===== src/rtl/mult_scheduler_pkg.sv =====
// Shared types and helpers for the multiplier scheduler: FSM state
// encoding, pick result struct and the round-robin search function.
package mult_sched_pkg;

  typedef enum logic [2:0] {
    IDLE,
    LOAD,
    WAIT,
    RESP,
    DRAIN
  } state_t;

  // Requester indices are sized for the largest supported configuration.
  localparam int MAX_REQ = 4;
  localparam int IDX_W   = 2;
  localparam int DEF_W   = 16;
  localparam int PROD_W  = 2 * DEF_W;

  typedef struct packed {
    logic             found;
    logic [IDX_W-1:0] idx;
  } pick_t;

  // First set request at or after ptr, wrapping modulo n_req.
  // The loop runs from the farthest offset down so the nearest one wins.
  function automatic pick_t rr_pick(input logic [MAX_REQ-1:0] req,
                                    input logic [IDX_W-1:0]   ptr,
                                    input int                 n_req);
    pick_t          pick;
    logic [IDX_W:0] cand;
    pick = '0;
    for (int k = MAX_REQ - 1; k >= 0; k--) begin
      if (k < n_req) begin
        cand = {1'b0, ptr} + (IDX_W + 1)'(k);
        if (cand >= (IDX_W + 1)'(n_req)) begin
          cand = cand - (IDX_W + 1)'(n_req);
        end
        if (req[cand[IDX_W-1:0]]) begin
          pick.found = 1'b1;
          pick.idx   = cand[IDX_W-1:0];
        end
      end
    end
    return pick;
  endfunction

endpackage


===== src/rtl/mult_scheduler_rr_arbiter.sv =====
// Round-robin arbiter: combinational pick from the current pointer, and a
// pointer that moves just past the served requester when adv pulses.
module rr_arbiter
  import mult_sched_pkg::*;
#(
  parameter int N_REQ = 2
) (
  input  logic             clk,
  input  logic             reset,
  input  logic [N_REQ-1:0] req,
  input  logic             adv,
  input  logic [IDX_W-1:0] served_idx,
  output logic             found,
  output logic [IDX_W-1:0] pick_idx
);

  logic [IDX_W-1:0]   ptr_q;
  logic [IDX_W-1:0]   ptr_d;
  logic [MAX_REQ-1:0] req_ext;
  pick_t              pick;

  // Search the requests starting from the pointer position.
  always_comb begin
    req_ext              = '0;
    req_ext[N_REQ-1:0]   = req;
    pick                 = rr_pick(req_ext, ptr_q, N_REQ);
    found                = pick.found;
    pick_idx             = pick.idx;
  end

  // Next pointer is the requester after the one just served.
  always_comb begin
    ptr_d = ptr_q;
    if (adv) begin
      ptr_d = (served_idx == IDX_W'(N_REQ - 1)) ? '0 : served_idx + IDX_W'(1);
    end
  end

  // Pointer register.
  always_ff @(posedge clk or negedge reset) begin
    if (!reset) begin
      ptr_q <= '0;
    end else begin
      ptr_q <= ptr_d;
    end
  end

endmodule


===== src/rtl/mult_scheduler.sv =====
// Shares one multiplier core between N_REQ requesters: round-robin grant,
// operand latch, init/done handshake with a watchdog, and a drain state that
// keeps a lingering done from completing the following job.
module mult_scheduler
  import mult_sched_pkg::*;
#(
  parameter int N_REQ   = 2,
  parameter int W       = 16,
  parameter int TIMEOUT = 64
) (
  input  logic               clk,
  input  logic               reset,
  input  logic [N_REQ-1:0]   req,
  input  logic [N_REQ*W-1:0] op_a,
  input  logic [N_REQ*W-1:0] op_b,
  output logic [N_REQ-1:0]   gnt,
  output logic [N_REQ-1:0]   rsp_valid,
  output logic [2*W-1:0]     rsp_result,
  output logic               rsp_err,
  output logic               busy,
  output logic               mult_init,
  output logic [W-1:0]       mult_op_a,
  output logic [W-1:0]       mult_op_b,
  input  logic [2*W-1:0]     mult_result,
  input  logic               mult_done
);

  localparam int PW    = 2 * W;
  localparam int CNT_W = $clog2(TIMEOUT) + 1;
  localparam logic [N_REQ-1:0] ONE = N_REQ'(1);

  state_t             state_q, state_d;
  logic [N_REQ-1:0]   gnt_q, gnt_d;
  logic [IDX_W-1:0]   win_q, win_d;
  logic [W-1:0]       op_a_q, op_a_d;
  logic [W-1:0]       op_b_q, op_b_d;
  logic               init_q, init_d;
  logic [CNT_W-1:0]   cnt_q, cnt_d;
  logic [N_REQ-1:0]   rsp_valid_q, rsp_valid_d;
  logic [PW-1:0]      rsp_result_q, rsp_result_d;
  logic               rsp_err_q, rsp_err_d;
  logic               busy_q, busy_d;
  logic               found;
  logic [IDX_W-1:0]   pick_idx;

  rr_arbiter #(.N_REQ(N_REQ)) u_arb (
    .clk        (clk),
    .reset      (reset),
    .req        (req),
    .adv        (state_q == RESP),
    .served_idx (win_q),
    .found      (found),
    .pick_idx   (pick_idx)
  );

  // Next-state and next-output computation for the whole job sequence.
  always_comb begin
    state_d      = state_q;
    gnt_d        = gnt_q;
    win_d        = win_q;
    op_a_d       = op_a_q;
    op_b_d       = op_b_q;
    init_d       = init_q;
    cnt_d        = cnt_q;
    rsp_valid_d  = '0;
    rsp_result_d = '0;
    rsp_err_d    = 1'b0;
    unique case (state_q)
      IDLE: begin
        if (found) begin
          state_d = LOAD;
          win_d   = pick_idx;
          gnt_d   = ONE << pick_idx;
          op_a_d  = op_a[int'(pick_idx)*W +: W];
          op_b_d  = op_b[int'(pick_idx)*W +: W];
        end
      end
      LOAD: begin
        init_d  = 1'b1;
        cnt_d   = '0;
        state_d = WAIT;
      end
      WAIT: begin
        cnt_d = cnt_q + CNT_W'(1);
        if (mult_done) begin
          state_d      = RESP;
          init_d       = 1'b0;
          rsp_valid_d  = gnt_q;
          rsp_result_d = mult_result;
        end else if (cnt_q == CNT_W'(TIMEOUT - 1)) begin
          state_d     = RESP;
          init_d      = 1'b0;
          rsp_valid_d = gnt_q;
          rsp_err_d   = 1'b1;
        end
      end
      RESP: begin
        state_d = DRAIN;
        gnt_d   = '0;
      end
      DRAIN: begin
        if (!mult_done) begin
          state_d = IDLE;
        end
      end
      default: begin
        state_d = IDLE;
      end
    endcase
    busy_d = (state_d != IDLE);
  end

  // State and registered outputs.
  always_ff @(posedge clk or negedge reset) begin
    if (!reset) begin
      state_q      <= IDLE;
      gnt_q        <= '0;
      win_q        <= '0;
      op_a_q       <= '0;
      op_b_q       <= '0;
      init_q       <= 1'b0;
      cnt_q        <= '0;
      rsp_valid_q  <= '0;
      rsp_result_q <= '0;
      rsp_err_q    <= 1'b0;
      busy_q       <= 1'b0;
    end else begin
      state_q      <= state_d;
      gnt_q        <= gnt_d;
      win_q        <= win_d;
      op_a_q       <= op_a_d;
      op_b_q       <= op_b_d;
      init_q       <= init_d;
      cnt_q        <= cnt_d;
      rsp_valid_q  <= rsp_valid_d;
      rsp_result_q <= rsp_result_d;
      rsp_err_q    <= rsp_err_d;
      busy_q       <= busy_d;
    end
  end

  assign gnt        = gnt_q;
  assign rsp_valid  = rsp_valid_q;
  assign rsp_result = rsp_result_q;
  assign rsp_err    = rsp_err_q;
  assign busy       = busy_q;
  assign mult_init  = init_q;
  assign mult_op_a  = op_a_q;
  assign mult_op_b  = op_b_q;

endmodule


===== config.mk =====
export PLATFORM = sky130hd
export DESIGN_NAME = mult_scheduler
export DESIGN_NICKNAME = d
export VERILOG_FILES = /design/src/rtl/mult_scheduler_pkg.sv /design/src/rtl/mult_scheduler_rr_arbiter.sv /design/src/rtl/mult_scheduler.sv
export SDC_FILE = /design/constraint.sdc
export NUM_CORES = 1
export LEC_CHECK = 0
export ABC_CLOCK_PERIOD_IN_PS = 2000
export BUFFER_PORTS_ARGS = -buffer_cell sky130_fd_sc_hd__buf_2
export CAP_MARGIN = 20
export CELL_PAD_IN_SITES_DETAIL_PLACEMENT = 0
export CELL_PAD_IN_SITES_GLOBAL_PLACEMENT = 1
export CORE_UTILIZATION = 34
export DETAILED_ROUTE_END_ITERATION = 12
export PLACE_DENSITY_LB_ADDON = 0.1
export RECOVER_POWER = 50
export SLEW_MARGIN = 5
export SYNTH_ARGS = -nofsm -noshare
export SYNTH_HDL_FRONTEND = slang
export SYNTH_SLANG_ARGS = --single-unit
export TNS_END_PERCENT = 20

===== constraint.sdc =====
create_clock -name clk -period 2 [get_ports clk]
set_input_delay 0.1 -clock clk [delete_from_list [all_inputs] [get_ports clk]]
set_output_delay 0.1 -clock clk [all_outputs]
set_load 0.005 [all_outputs]

==> run summary <==
drt pass-1 iters: 4
commonest non-fill, non-tap cell in the layout: buf_2
DR iter-0 viols: 100
die footprint: 10,800 sq um
Crit. End Element: register
cell count after synthesis: 316
grt ovf: 0
min cycle time layout: 1.54 ns
first-pass GRT wire length: 14,600 microns
CTS root buf: clkbuf_8
Slew Viols, Final: 0
crit-path max FO: 5
outcome: finished clean
share of the synthesized area in the top cell type: 60.0%
CP required: 2.25 ns
remaining antenna violation count after routing: 0
TritonCTS Sinks: 85
Port Buffers: 171
unrepaired setup endpoints after global routing: no
clock slew at reported path FFs: 0.09 ns
synthesized area: 3550 sq um
Distinct cells, synth: 39
register area share after synthesis: 60.0%
num ports: 172
commonest non-fill, non-tap cells in the layout: 151 x buf_2, 85 x dfrtp_1, 42 x nand2_1
Core Rows: 36
post-DP HPWL: 6360 microns
Avg Synthesized Cell Area: 11.2 sq um
dominant cell type by area after synthesis: dfrtp_1
Num CTS Buffers: 9
post-route setup TNS: 0 ns
routed wire length per instance: 13.5 microns
floorplan core area: 9950 sq um
CTS tree: built
Die Span X: 104 microns
synth top area cells: dfrtp_1 60%, mux2i_1 9.3%, and2_1 6.2%
period utilisation layout: 77.1%
Area growth syn-to-layout: 43.2%
Worst Max-Slew Pin Slew: 0.737 ns
Synthesized Nets: 418
Seq cells post-synth: 85
ratio of cells with drive above 1 in the final layout: 34.8%
Warnings, synthesis: 0
worst clock skew: 0.0120 ns
vias in the first global route: 3,006
final setup violation count: 0
# resized after CTS: 0
gp weighted congestion: 0.801
post-CTS setup repair buffer count: 0
critical path class: reg2reg
clk_lat worst skew: 0.35 ns
fin nets: 625
pin count of the biggest net entering global routing: 47
fmax: 648 MHz
leakage power: 2.70 nW
Vias: 3,004
Cell Pwr Density: 1170 nW/um^2
Clock Tree Buf Depth: 2
IR drop worst, VDD: 531 uV
Hold Slack: 0.0176 ns
initial core utilization: 35.6%
crit start category: register
DRT Wirelength: 8960 microns
initial antenna violation count: 1
Die Height: 104 microns
number of max-cap violations: 0
Worst slew margin: 50.9%
total power: 5.96 mW
Min-Delay Path Class: in2reg
drc violations: 0
number of H-tree levels: 3
CP arrival: 1.80 ns
GRT Overall Usage: 17.1%
Via density: 4.54
Final Hold Vio Count: 0
==> final timing paths <==
| check | startpoint | to | slack [ns] | cells past startpoint |
|---|---|---|---|---|
| worst max-delay path | cnt_q[0] | rsp_valid[0] | 0.46 | 5 |
| worst min-delay path | op_a[30] | mult_op_a[14] | 0.02 | 3 |
| max in group asynchronous | reset | rsp_result[28] | 0.55 | 3 |
| worst max register to register | cnt_q[0] | rsp_valid[0] | 0.46 | 5 |
| worst min register to register | win_q[0] | u_arb.ptr_q[0] | 0.47 | 1 |
| min in group asynchronous | reset | mult_op_a[1] | 0.33 | 2 |
==> cells in the mapped netlist <==
cell type and instances:
a211oi_1 2, a21boi_1 1, a21oi_1 5, a22oi_1 1, a31oi_1 2, a32oi_1 2, and2_1 35, and3_1 2
and4_1 1, buf_2 9, buf_4 2, buf_6 5, clkbuf_1 4, dfrtp_1 85, ha_1 1, inv_1 5
inv_2 1, mux2i_1 33, nand2_1 42, nand2b_1 1, nand3_1 3, nand4_1 1, nor2_1 6, nor2_2 1
nor2b_4 1, nor3_1 4, nor3b_1 1, nor4_1 1, o211ai_2 1, o21ai_0 24, o21ai_1 22, o311ai_1 3
o31ai_1 2, o32ai_1 1, or2_1 2, or2_2 1, or3_1 1, or3b_1 1, xnor2_1 1
==> per-layer routing <==
metal	part of all wire (%)	global-route usage (%)	vias to the layer above
li1	-	-	1493
met1	42	20.6	1387
met2	48	28.5	112
met3	8.0	4.95	12
met4	1.7	7.04	0
met5	0	0	-
==> power breakdown <==
group	total, mW	internal, mW	leakage [nW]	switching [mW]
combinational	2.23	1.00	1.49	1.23
clock	1.18	0.533	0.0965	0.644
sequential	2.56	2.26	1.11	0.299
==> through the flow <==
stage	instance area [sq um]	utilization, %	instances	setup slack, ns
final	5080	51.0	662	0.457
after global routing	5080	51.0	662	0.297
after CTS	5120	51.4	661	0.476
after detailed placement	4570	45.9	610	0.483
after global placement	4570	45.9	610	0.496
after floorplan	3550	-	316	0.596
==> worst max-delay path, stage by stage, from the launching register on <==
cell,delay (ns)
dfrtp_1,0.43
ha_1,0.25
and4_1,0.22
a31oi_1,0.29
nor2_1,0.10
and2_1,0.16
==> logic make-up (layout without fill, tap and decap cells) <==
logic type / after synthesis / count (layout) / synth area share, %
AND/OR/NAND/NOR: 104 / 104 / 15.1
adder cells (fa/ha/maj): 1 / 1 / 0.353
buffers and inverters: 26 / 238 / 4.34
other: 0 / 1 / 0
multiplexers: 33 / 33 / 9.32
AO/OA/AOI/OAI: 66 / 66 / 10.7
flip-flops: 85 / 85 / 60.0
XOR/XNOR: 1 / 1 / 0.247
==> layout make-up <==
| cell class | instances | area [sq um] |
|---|---|---|
| flip-flops and latches | 85 | 2130 |
| clock inverters | 5 | 42.5 |
| inverters | 6 | 22.5 |
| fillers | 956 | 4880 |
| clock buffers | 11 | 151 |
| well taps | 133 | 166 |
| diodes | 1 | 2.50 |
| multi-input cells | 205 | 1280 |
| repair buffers | 216 | 1280 |
==> registers in the layout (all words and copies together), names as in the netlist <==
name,count
u_arb.ptr_q,2
state_q,3
mult_init,1
rsp_err,1
rsp_result,32
cnt_q,7
mult_op_b,16
mult_op_a,16
gnt,2
win_q,2
busy,1
rsp_valid,2
==> what timing repair did <==
action,in CTS,in global routing
endpoints found under the hold margin,61,0
endpoints found under the setup margin,0,0
hold buffers,35,0
No activity file was read; power rests on OpenSTA's default activity.
